`config.mk`:
```
export PLATFORM = sky130hd
export DESIGN_NAME = window_event_counter
export DESIGN_NICKNAME = d
export VERILOG_FILES = /design/src/rtl/window_event_counter_pkg.sv /design/src/rtl/window_event_counter_sample_fifo.sv /design/src/rtl/window_event_counter.sv
export SDC_FILE = /design/constraint.sdc
export NUM_CORES = 1
export LEC_CHECK = 0
export BUFFER_PORTS_ARGS = -buffer_cell sky130_fd_sc_hd__buf_4
export CAP_MARGIN = 20
export CORE_MARGIN = 4
export CORE_UTILIZATION = 55
export DETAILED_ROUTE_END_ITERATION = 8
export HOLD_SLACK_MARGIN = 0.06
export PLACE_DENSITY = 0.73
export SKIP_LAST_GASP = 1
export SLEW_MARGIN = 15
export SYNTH_ARGS = -nofsm -noshare
export SYNTH_HDL_FRONTEND = slang
export SYNTH_SLANG_ARGS = --single-unit
```
`constraint.sdc`:
```
create_clock -name clk -period 4.8 [get_ports clk]
set_input_delay 0.24 -clock clk [delete_from_list [all_inputs] [get_ports clk]]
set_output_delay 0.24 -clock clk [all_outputs]
set_load 0.05 [all_outputs]
```
`src/rtl/window_event_counter_pkg.sv`:
```
// Shared types and helpers for the windowed event-rate counter.
// The sample record is declared in the modules because its width follows WIDTH.
package window_event_counter_pkg;

   typedef enum logic {
      IDLE = 1'b0,
      RUN  = 1'b1
   } state_e;

   // ovf, udf and partial ride alongside the count in every sample
   localparam int unsigned FLAG_BITS = 3;

   function automatic int unsigned timer_width(input int unsigned window);
      return (window > 2) ? $clog2(window) : 1;
   endfunction

endpackage

```
`src/rtl/window_event_counter_sample_fifo.sv`:
```
// Two-entry in-order sample buffer with valid/ready output.
// A push while full is only taken when the same cycle pops.
module sample_fifo
   import window_event_counter_pkg::*;
#(
   parameter int unsigned WIDTH = 8
) (
   input  logic                       clk,
   input  logic                       rst_n,
   input  logic                       push,
   input  logic [WIDTH+FLAG_BITS-1:0] push_data,
   output logic                       full,
   output logic                       o_valid,
   input  logic                       o_ready,
   output logic [WIDTH+FLAG_BITS-1:0] o_data
);

   localparam int unsigned DW = WIDTH + FLAG_BITS;

   logic [DW-1:0] mem [2];
   logic          wr_ptr;
   logic          rd_ptr;
   logic [1:0]    level;
   logic          pop;
   logic          wr_en;

   assign full    = (level == 2'd2);
   assign o_valid = (level != 2'd0);
   assign pop     = o_valid && o_ready;
   assign wr_en   = push && (!full || pop);
   assign o_data  = o_valid ? mem[rd_ptr] : '0;

   always_ff @(posedge clk or negedge rst_n) begin
      if (!rst_n) begin
         mem[0] <= '0;
         mem[1] <= '0;
         wr_ptr <= 1'b0;
         rd_ptr <= 1'b0;
         level  <= 2'd0;
      end else begin
         if (wr_en) begin
            mem[wr_ptr] <= push_data;
            wr_ptr      <= wr_ptr + 1'b1;
         end
         if (pop) begin
            rd_ptr <= rd_ptr + 1'b1;
         end
         case ({wr_en, pop})
            2'b10:   level <= level + 2'd1;
            2'b01:   level <= level - 2'd1;
            default: level <= level;
         endcase
      end
   end

endmodule

```
`src/rtl/window_event_counter.sv`:
```
// Windowed event-rate counter: saturating net count per WINDOW cycles,
// one sample per window (or per stop) into a 2-entry output buffer.
//
// state | meaning
// IDLE  | cleared, waiting for start_i; strobes and stop_i ignored
// RUN   | counting strobes; sample pushed at window end or on stop_i
module window_event_counter
   import window_event_counter_pkg::*;
#(
   parameter int unsigned WIDTH  = 8,
   parameter int unsigned WINDOW = 16
) (
   input  logic             clk,
   input  logic             rst_n,
   input  logic             start_i,
   input  logic             stop_i,
   input  logic             inc_i,
   input  logic             dec_i,
   output logic             busy_o,
   output logic             o_valid,
   input  logic             o_ready,
   output logic [WIDTH-1:0] o_count,
   output logic             o_ovf,
   output logic             o_udf,
   output logic             o_partial,
   output logic             drop_o
);

   localparam int unsigned      TW         = timer_width(WINDOW);
   localparam logic [TW-1:0]    TIMER_LOAD = TW'(WINDOW - 1);
   localparam logic [WIDTH-1:0] ACC_MAX    = '1;

   typedef struct packed {
      logic [WIDTH-1:0] count;
      logic             ovf;
      logic             udf;
      logic             partial;
   } sample_t;

   state_e           state_q, state_d;
   logic [TW-1:0]    timer_q, timer_d;
   logic [WIDTH-1:0] acc_q, acc_d, acc_step;
   logic             ovf_q, ovf_d, ovf_step;
   logic             udf_q, udf_d, udf_step;
   logic             push;
   logic             fifo_full;
   logic             pop;
   logic             drop_d, drop_q;
   sample_t          push_sample;
   sample_t          out_sample;

   // The step includes the current cycle's strobes so a pushed sample sees them.
   always_comb begin
      acc_step = acc_q;
      ovf_step = ovf_q;
      udf_step = udf_q;
      if (inc_i && !dec_i) begin
         if (acc_q == ACC_MAX) ovf_step = 1'b1;
         else                  acc_step = acc_q + 1'b1;
      end else if (dec_i && !inc_i) begin
         if (acc_q == '0) udf_step = 1'b1;
         else             acc_step = acc_q - 1'b1;
      end
   end

   always_comb begin
      state_d     = state_q;
      timer_d     = timer_q;
      acc_d       = acc_q;
      ovf_d       = ovf_q;
      udf_d       = udf_q;
      push        = 1'b0;
      push_sample = '0;
      case (state_q)
         IDLE: begin
            acc_d   = '0;
            ovf_d   = 1'b0;
            udf_d   = 1'b0;
            timer_d = TIMER_LOAD;
            if (start_i) state_d = RUN;
         end
         RUN: begin
            acc_d               = acc_step;
            ovf_d               = ovf_step;
            udf_d               = udf_step;
            timer_d             = timer_q - 1'b1;
            push_sample.count   = acc_step;
            push_sample.ovf     = ovf_step;
            push_sample.udf     = udf_step;
            push_sample.partial = stop_i;
            if (stop_i || (timer_q == '0)) begin
               push    = 1'b1;
               acc_d   = '0;
               ovf_d   = 1'b0;
               udf_d   = 1'b0;
               timer_d = TIMER_LOAD;
               if (stop_i) state_d = IDLE;
            end
         end
         default: state_d = IDLE;
      endcase
   end

   always_ff @(posedge clk or negedge rst_n) begin
      if (!rst_n) begin
         state_q <= IDLE;
         timer_q <= TIMER_LOAD;
         acc_q   <= '0;
         ovf_q   <= 1'b0;
         udf_q   <= 1'b0;
         drop_q  <= 1'b0;
      end else begin
         state_q <= state_d;
         timer_q <= timer_d;
         acc_q   <= acc_d;
         ovf_q   <= ovf_d;
         udf_q   <= udf_d;
         drop_q  <= drop_d;
      end
   end

   // A full buffer still takes the push when the consumer drains it this cycle.
   assign pop    = o_valid && o_ready;
   assign drop_d = push && fifo_full && !pop;

   sample_fifo #(
      .WIDTH (WIDTH)
   ) u_sample_fifo (
      .clk       (clk),
      .rst_n     (rst_n),
      .push      (push),
      .push_data (push_sample),
      .full      (fifo_full),
      .o_valid   (o_valid),
      .o_ready   (o_ready),
      .o_data    (out_sample)
   );

   assign busy_o    = (state_q == RUN);
   assign drop_o    = drop_q;
   assign o_count   = out_sample.count;
   assign o_ovf     = out_sample.ovf;
   assign o_udf     = out_sample.udf;
   assign o_partial = out_sample.partial;

endmodule
```
After elaboration in Yosys (flattened, before gate mapping)
Index checks and enable logic that the tools add are counted.

Bitwise gates (word level): 3. Muxes and demuxes: 32. $add $sub $neg: 7. Equality and inequality tests: 4. Divide/modulo/power cells: 0. Shift-type cells: 0. $lt $le $gt $ge: 3. $mul: 0. Reduce and logical (&&, ||, !) cells: 17.

Operator list (number): 2-to-1 mux 11 bit (6); 2-to-1 mux 8 bit (5); bitwise mux 22 bit (1); one-hot mux 8 bit (2 select lines) (1); 2-to-1 mux 1 bit (12); demux 11 bit (select 1 bit) (1); adder 8 x 1 -> 8 bit, second input constant (1); == test 8 bit, second input constant (1); zero test 8 bit (1); one-hot mux 4 bit (2 select lines) (1); subtractor 8 x 1 -> 8 bit, second input constant (1); logical AND 1 bit (7); one-hot mux 1 bit (2 select lines) (3); == test 2 bit, second input constant (2); greater-or-equal comparator 2 bit, second input constant (2); zero test 1 bit (4); zero test 4 bit (1); 2-to-1 mux 4 bit (1); NOT 1 -> 2 bit (2); one-hot mux 2 bit (2 select lines) (1); nonzero test 2 bit (2); subtractor 4 x 1 -> 4 bit, second input constant (1); adder 1 bit, second input constant (2); adder 2 x 1 -> 2 bit, second input constant (1); other kinds (5) (6).

Output and inout port bits: 14. Memories kept: 0. Latch bits: 0. Memory bits (writable): 0. Register bits: 42. Logic and storage cells: 77. ROM bits: 0.

Logic depth before layout (Yosys ltp)
Gate-level depths: netlist of the first run.

Depth in word-level cells: 7. Mapped depth: 8.

Hierarchy
Synthesis of the first run repeated with hierarchy kept, for this count alone.

Cell total of the unflattened synthesis: 248. Area total of the unflattened synthesis: 2603.7 um2.

Modules (own cells, without submodules): window_event_counter (times used 1, cells each 150, sequential area each 405.4 um2, area an instance 1305.0 um2); sample_fifo (times used 1, cells each 98, sequential area each 650.6 um2, area an instance 1298.7 um2).

Worst setup path before layout of the first run
No wires, ideal clock.

Path kind: flip-flop to flip-flop. Start point: register acc_q[1]. End point: register u_sample_fifo.mem[4] (netlist name). Required time: 4.723 ns. Period minus slack after synthesis: 2.021 ns. Data arrival time: 1.944 ns. Path buffers: 0. Setup slack: 2.779 ns. Library setup time: 0.077 ns. Cell stages (with the launch flop): 7. Cells stage by stage: dfrtp_1 ha_1 nand3_1 nor3_1 mux2_2 a221o_1 o21ai_1.

Word-level cells in the longest chain between the ends: 6.

RTL lines: start: declaration (RTL line window_event_counter.sv:42) `logic [WIDTH-1:0] acc_q, acc_d, acc_step;`; start signal: assignment (RTL line window_event_counter.sv:108) `acc_q <= '0;`; start signal: assignment (RTL line window_event_counter.sv:115) `acc_q <= acc_d;`; subtractor 8 x 1 -> 8 bit or zero test 8 bit (tied branches) (RTL line window_event_counter.sv:62, window_event_counter.sv:61); 2-to-1 mux 8 bit (RTL line window_event_counter.sv:61) `if (acc_q == '0) udf_step = 1'b1;`; 2-to-1 mux 8 bit (RTL line window_event_counter.sv:60) `end else if (dec_i && !inc_i) begin`; 2-to-1 mux 8 bit * (RTL line window_event_counter.sv:57) `if (inc_i && !dec_i) begin`; 2-to-1 mux 11 bit * (RTL line window_event_counter.sv:74) `case (state_q)`; bitwise mux 22 bit * (RTL line window_event_counter_sample_fifo.sv:42) `mem[wr_ptr] <= push_data;`; end signal: indexed assignment (RTL line window_event_counter_sample_fifo.sv:42); end: declaration (RTL line window_event_counter_sample_fifo.sv:20) `logic [DW-1:0] mem [2];`.

Mark *: on every way between the ends. The rest lies on a longest branch, timed or not. A chain may end at the register's enable or synchronous reset.

Final worst setup path of the first run
Start point: register timer_q[0]. End point: register u_sample_fifo.mem[5] (netlist name).

Word-level cells in the longest chain between the ends: 5.

RTL lines: start: declaration (RTL line window_event_counter.sv:41) `logic [TW-1:0] timer_q, timer_d;`; start signal: assignment (RTL line window_event_counter.sv:114) `timer_q <= timer_d;`; zero test 4 bit (RTL line window_event_counter.sv:91) `if (stop_i || (timer_q == '0)) begin`; logical OR 1 bit (RTL line window_event_counter.sv:91); 2-to-1 mux 1 bit (RTL line window_event_counter.sv:91); 2-to-1 mux 1 bit (RTL line window_event_counter.sv:74); logical AND 1 bit (RTL line window_event_counter_sample_fifo.sv:30) `assign wr_en = push && (!full || pop);`.

No other way between the ends.

==> run_results.csv, run 1 <==
group,metric,value,unit
status,outcome,"completed",
synth,syn_area,0.00226,mm2
layout,seqCellArea,0.00106,mm2
setup_path,start_kind,"flip-flop",
setup_path,r2r_slack,2.41,ns
placement,io_buffers,20,
synth,async_flop_share,100,%
global_routing,antenna_found_initial,0,
synth,synthFlopType,"dfrtp_1",
synth,synth_area_leaders,"dfrtp_1 (42%), nand2_1 (6.0%), nor2_1 (5.5%), mux2i_1 (4.9%), dfstp_2 (4.7%)",
cts,clk_latency,0.29,ns
setup_path,crit_end,"u_sample_fifo.mem[5]$_DFFE_PN0P_",
synth,synth.top_cell.area_share,42.1,%
synth,syn_inst,247,
setup_path,cp.arrival,2.57,ns
drt,dr_total_vias,1726,
layout,finalNetCount,271,
timing,setup_viol,0,
layout,fillerInstances,354,
timing,drv_slew,0,
global_routing,first_global_vias,1624,
cts,numClockSinks,42,
hold_path,hp-class,"in -> reg",
layout,syn_to_final_growth,11.6,%
timing,setup_slack,2.41,ns
timing,finClkSkew,0.00830,ns
layout,multi_input_area,0.00110,mm2
setup_path,crit_path_top_delay_cell,"nand4_1",
global_routing,grt_max_degree,43,
floorplan,io_pins,21,
global_routing,grt_usage,19.1,%
timing,hold_violations,0,
setup_path,path_class,"reg -> reg",
placement,dp_hpwl,3270,um
placement,placed_cells,301,
synth,seq_area_frac_synth,46.7,%
cts,numCtsBuffers,5,
synth,synth_most_common_cell,"dfrtp_1",
setup_path,cp-startpoint,"timer_q[0]$_DFF_PN1_",
drt,postRouteAntennaNets,0,
timing,worst_pin_slew,0.806,ns
global_routing,grt_pass1_wl,7770,um
cts,h-tree-depth,2,
floorplan,die_x,72.1,um
drt,wl,4440,um
layout,diodes,0,
cts,cts_resized,0,
setup_path,crit_chain,"inv_1 > ha_1 > nor3b_1 > or2_2 > nand4_1 > mux2_2",
synth,yosysTopAreaCell,"dfrtp_1",
timing,max_freq,0.418,GHz
setup_path,crit_path_max_incr_delay,0.62,ns
timing,finalCritPeriodShare,49.8,%
drt,drt-initial-drc-count,135,
drt,wl_per_cell,14.4,um
drt,route.detailed.drc,0,
setup_path,required,4.98,ns
drt,firstDrtPassIters,4,
synth,synth_seq_cells,42,
placement,place_ws,2.42,ns
timing,min_period,2.39,ns
placement,place_congestion,0.900,
power_and_ir_drop,p_leak,1.13,nW
timing,fin_setup_tns,0,ns
setup_path,r2r-start,"timer_q[0]$_DFF_PN1_",
timing,relSlewSlack,46.1,%
floorplan,core_area,0.00400,mm2
layout,final_cells,309,
cts,clk_pin_slew,0.08,ns
cts,clock-root-buffer,"clkbuf_8",
setup_path,path_max_fanout,21,
setup_path,worstReg2RegEnd,"u_sample_fifo.mem[5]$_DFFE_PN0P_",
global_routing,overflow,0,
cts,cts_tree,"done",
setup_path,crit_path_end_kind,"flip-flop",
floorplan,row_count,23,
power_and_ir_drop,finalPower,0.00129,W
floorplan,fp.dieH,72.1,um
layout,drive_above_1_share,17.8,%
synth,syn-mean-instance-area,9.15,um2
power_and_ir_drop,power_density,512,mW/mm2
synth,synth_warnings,0,
floorplan,die-area,0.00520,mm2
cts,cts_max_path_buffers,2,
layout,fin_util,63.1,%
timing,rsz0062_at_grt,"false",
power_and_ir_drop,vdd_drop_max,0.000158,V
synth,synth_enable_flop_cells,0,
drt,routed_via_density,5.59,
floorplan,initial_core_util,56.5,%
synth,ys_types,46,
job,cap_violations,0,
setup_path,ff2ff_path_depth,6,
synth,synth_common_cells,"dfrtp_1 (38), nand2_1 (36), nor2_1 (33)",
synth,synth_nets,259,
-- report_power, final --
part / internal, W / switching, W
Clock: 0.000166 / 0.000113
Combinational: 0.000176 / 0.000315
Sequential: 0.000439 / 0.0000810
-- repair_timing --
item	4_1_cts	5_1_grt
hold buffers	1	0
endpoints found under the hold margin	38	0
setup buffers	0	0
-- cells by family after synthesis --
group / count (synthesis) / synth area share, %
xor+xnor: 7 / 2.71
fa+ha+maj: 5 / 2.77
simple gates: 108 / 23.0
flops: 42 / 46.7
buf+inv: 23 / 4.37
mux: 15 / 6.87
compound gates: 47 / 13.5
-- layout make-up --
cell class,count,area share (%)
Tap cell,50,2.48
Inverter,7,1.04
Multi-Input combinational cell,182,43.8
Timing Repair Buffer,21,6.35
Sequential cell,42,41.9
Clock inverter,1,1.19
Clock buffer,6,3.27
-- flip-flops by register name, summed over array words and instances, names as in the netlist --
signal / count
acc_q: 8
u_sample_fifo.mem: 22
u_sample_fifo.level: 2
u_sample_fifo.rd_ptr: 1
udf_q: 1
busy_o: 1
ovf_q: 1
drop_o: 1
timer_q: 4
u_sample_fifo.wr_ptr: 1
-- layer usage --
metal | wire length (um) | track usage [%] | part of all wire, % | vias up
met2 | 2020 | 29.8 | 46 | 49
met3 | 231 | 3.88 | 5.2 | 7
met4 | 67 | 5.64 | 1.5 | 0
met5 | 0 | 0 | 0 | -
met1 | 2120 | 27.0 | 48 | 789
li1 | - | - | - | 881
-- worst min path at each step --
| stage | to | start | slack (ns) | cells past startpoint |
|---|---|---|---|---|
| after floorplan | acc_q[0]$_DFF_PN0_ | rst_n | -0.06 | 0 |
| after global placement | u_sample_fifo.level[0]$_DFFE_PN0P_ | rst_n | 0.25 | 1 |
| after detailed placement | u_sample_fifo.rd_ptr$_DFFE_PN0N_ | rst_n | 0.25 | 1 |
| after CTS | busy_o$_DFF_PN0_ | start_i | 0.19 | 3 |
| after global routing | busy_o$_DFF_PN0_ | start_i | 0.21 | 3 |
| final | busy_o$_DFF_PN0_ | start_i | 0.20 | 3 |
-- through the flow --
stage / area (um2) / hold slack (ns)
3_3_place_gp: 2400 / 0.250
5_1_grt: 2520 / 0.206
3_5_place_dp: 2400 / 0.249
4_1_cts: 2520 / 0.190
2_1_floorplan: 2260 / -0.0556
6_report: 2520 / 0.197
-- worst max-delay path, delay by kind of cell (launching register included) --
family | cells | cell delay (ns)
multiplexers | 1 | 0.52
flip-flops | 1 | 0.38
adder cells (fa/ha/maj) | 1 | 0.16
buffers and inverters | 1 | 0.05
AND/OR/NAND/NOR | 3 | 1.18
-- layout by cell type, fill, tap and decap left out, drive strengths merged, types with 3 or more instances in the layout --
cell type / instances
clkbuf: 6
or2: 3
dfrtp: 38
nor2b: 3
nand2: 36
inv: 7
nor2: 33
o21ai: 24
nor3: 7
dfstp: 4
nand4: 5
o31ai: 6
a31oi: 3
buf: 20
mux2i: 11
ha: 5
nand2b: 7
mux2: 4
xnor2: 5
Power figures use the tool's default switching activity.
==> inputs of run 2 (changes only) <==
--- a/config.mk
+++ b/config.mk
@@ -5,6 +5,7 @@
 export SDC_FILE = /design/constraint.sdc
 export NUM_CORES = 1
 export LEC_CHECK = 0
+export ABC_AREA = 1
 export BUFFER_PORTS_ARGS = -buffer_cell sky130_fd_sc_hd__buf_4
 export CAP_MARGIN = 20
 export CORE_MARGIN = 4
==> constraint.sdc (replaced) <==
create_clock -name clk -period 2.3 [get_ports clk]
set_input_delay 0.115 -clock clk [delete_from_list [all_inputs] [get_ports clk]]
set_output_delay 0.115 -clock clk [all_outputs]
set_load 0.05 [all_outputs]
==> run 2 against run 1 <==
  * Critical path depth is the same
  * Setup slack lost 2.2 ns
  * Count of clock-buffer cells in the layout shrank 1
  * Sequential cell count is the same
  * Synthesized cell count grew 26%
  * Largest cell class unchanged
  * Largest power group is now combinational cells
  * Highest routed layer unchanged
==> run_results.csv, run 2 <==
group,metric,value,unit
power_and_ir_drop,internal-power,0.00154,W
cts,numClockSinks,42,
cts,clk_pin_slew,0.09,ns
setup_path,path_class,"reg -> reg",
cts,cts_resized,0,
timing,finClkSkew,0.00965,ns
floorplan,die-area,0.00544,mm2
drt,drt-initial-drc-count,124,
floorplan,initial_core_util,58.2,%
cts,cts_setup_buffers,0,
layout,drive_above_1_share,17.3,%
cts,numCtsBuffers,5,
setup_path,crit_path_max_incr_delay,0.64,ns
power_and_ir_drop,net-switching-power,0.00128,W
power_and_ir_drop,p_leak,1.37,nW
synth,synth_nets,324,
timing,drv_slew,0,
timing,min_period,2.05,ns
timing,worst_pin_slew,0.797,ns
global_routing,first_global_vias,1950,
drt,wl,5090,um
layout,fin_util,65.1,%
layout,final_cell_mix,"nand2_1 (99), dfrtp_1 (38), nand3_1 (30)",
power_and_ir_drop,p_seq_share,38.2,%
cts,cts_max_path_buffers,2,
layout,stdcell_area,0.00266,mm2
power_and_ir_drop,combPwrFrac,44.6,%
setup_path,r2r-start,"u_sample_fifo.level[0]$_DFFE_PN0P_",
hold_path,min_from,"stop_i",
synth,async_flop_share,100,%
drt,wl_per_cell,13.2,um
cts,hold_buffers,2,
placement,io_buffers,20,
global_routing,grt_pass1_wl,9000,um
synth,synth_most_common_cell,"nand2_1",
synth,synth.top_cell.area_share,40.0,%
job,cap_violations,0,
layout,reg_top3,"u_sample_fifo.mem (22), acc_q (8), timer_q (4)",
timing,finalCritPeriodShare,89.3,%
global_routing,grt_max_degree,43,
placement,dp_hpwl,3630,um
layout,syn_to_final_growth,11.8,%
power_and_ir_drop,switching_share,45.3,%
timing,rsz0062_at_grt,"false",
synth,synth_common_cells,"nand2_1 (99), dfrtp_1 (38), nand3_1 (30)",
layout,diodes,0,
floorplan,fp.dieH,73.8,um
drt,firstDrtPassIters,5,
layout,largest_reg_flops,22,
synth,seq_area_frac_synth,44.4,%
timing,fin_setup_tns,0,ns
timing,setup_viol,0,
synth,synth_enable_flop_cells,0,
layout,finalNetCount,346,
cts,cts_tree,"done",
timing,hold_violations,0,
setup_path,crit_path_end_kind,"flip-flop",
timing,max_freq,0.487,GHz
synth,syn-mean-instance-area,7.63,um2
setup_path,path_max_fanout,12,
hold_path,hp-class,"in -> reg",
floorplan,die_x,73.8,um
global_routing,overflow,0,
synth,ys_types,32,
synth,syn_area,0.00238,mm2
power_and_ir_drop,power_density,1060,mW/mm2
synth,yosysTopAreaCell,"dfrtp_1",
floorplan,io_pins,21,
global_routing,antenna_found_initial,0,
drt,routed_via_density,5.34,
drt,dr_total_vias,2057,
floorplan,core_area,0.00409,mm2
synth,synth_area_leaders,"dfrtp_1 (40%), nand2_1 (16%), nand3_1 (6.3%), dfstp_2 (4.4%), inv_1 (4.4%)",
setup_path,required,2.49,ns
layout,largest_register,"u_sample_fifo.mem",
cts,clock-root-buffer,"clkbuf_8",
cts,h-tree-depth,2,
placement,placed_area,0.00255,mm2
drt,postRouteAntennaNets,0,
synth,synthFlopType,"dfrtp_1",
synth,syn_inst,312,
cts,clk_latency,0.30,ns
synth,synth_warnings,0,
layout,final_common_cell,"nand2_1",
synth,synth_seq_cells,42,
setup_path,crit_chain,"nor2_1 > nor2_1 > ha_1 > a21oi_1 > o21ai_0 > xnor2_1",
setup_path,cp.arrival,2.24,ns
setup_path,crit_top_cell,"nor2_1",
status,outcome,"completed",
drt,route.detailed.drc,0,
global_routing,grt_usage,21.4,%
placement,placed_cells,375,
setup_path,start_kind,"flip-flop",
floorplan,row_count,23,
placement,place_congestion,0.844,
power_and_ir_drop,clkPwrFrac,17.2,%
layout,fillerInstances,364,
setup_path,cp-startpoint,"u_sample_fifo.level[0]$_DFFE_PN0P_",
power_and_ir_drop,vdd_drop_max,0.000820,V
setup_path,crit_path_top_delay_cell,"nor2_1",
timing,relSlewSlack,46.7,%
layout,final_cells,385,
[run 2: cell count changes in the layout (fill, tap and decap cells not counted), sizes merged, moves of 4 or more]
cell | before | now
nand3 | 2 | 33
o21ai | 24 | 18
nand4 | 5 | 11
nand2 | 36 | 104
nand2b | 7 | 0
o31ai | 6 | 0
a21oi | 2 | 13
inv | 7 | 34
mux2 | 4 | 0
mux2i | 11 | 0
nor3 | 7 | 2
[run 2: final cells by class]
| class | count | area, um2 | area share (%) |
|---|---|---|---|
| multi-input combinational | 227 | 1140 | 42.9 |
| sequential | 42 | 1060 | 39.7 |
| clock buffer | 5 | 68.8 | 2.59 |
| tap | 50 | 62.6 | 2.35 |
| inverter | 34 | 128 | 4.80 |
| timing repair buffer | 24 | 185 | 6.96 |
| clock inverter | 3 | 18.8 | 0.706 |
[run 2: layer usage]
| metal | track usage [%] | part of all wire [%] |
|---|---|---|
| met2 | 34.6 | 49 |
| met4 | 6.64 | 1.5 |
| met1 | 29.0 | 45 |
| met3 | 4.24 | 4.7 |
| met5 | 0 | 0 |
[run 2: power by group through the flow]
| stage | Sequential [W] | Combinational [W] | Clock, W |
|---|---|---|---|
| 3_5_place_dp | 0.00109 | 0.00126 | 0 |
| 4_1_cts | 0.00108 | 0.00127 | 0.000497 |
| 5_1_grt | 0.00111 | 0.00139 | 0.000529 |
| 3_3_place_gp | 0.00108 | 0.00125 | 0 |
| 6_report | 0.00108 | 0.00126 | 0.000485 |
| 2_1_floorplan | 0.00107 | 0.000949 | 0 |
[run 2: path summary, 6_finish.rpt]
path	endpoint	slack (ns)	cells after the start
setup reg to reg	u_sample_fifo.level[1]$_DFFE_PN0P_	0.25	6
hold reg to reg	timer_q[0]$_DFF_PN1_	0.48	1
max in group asynchronous	timer_q[1]$_DFF_PN1_	1.58	2
hold / removal	timer_q[2]$_DFF_PN1_	0.10	3
min in group asynchronous	acc_q[6]$_DFF_PN0_	0.32	2
setup / recovery	u_sample_fifo.level[1]$_DFFE_PN0P_	0.25	6
[run 2: per-stage QoR]
stage	hold WS, ns	setup WS (ns)	power, W
global route	0.123	0.0368	0.00303
detailed placement	0.136	0.251	0.00235
global placement	0.135	0.314	0.00233
floorplan	-0.181	0.457	0.00202
CTS	0.104	0.231	0.00284
finish	0.101	0.246	0.00282
[run 2: cells by family after synthesis]
family / synth area share, %
fa+ha+maj: 2.63
compound gates: 7.78
flops: 44.4
xor+xnor: 2.21
buf+inv: 7.68
simple gates: 35.3
[run 2: critical path, delay by kind of cell (launching register included)]
kind            cells  cell delay, ns
compound gates      2            0.23
xor+xnor            1            0.13
fa+ha+maj           1            0.35
flops               1            0.43
simple gates        2            0.81
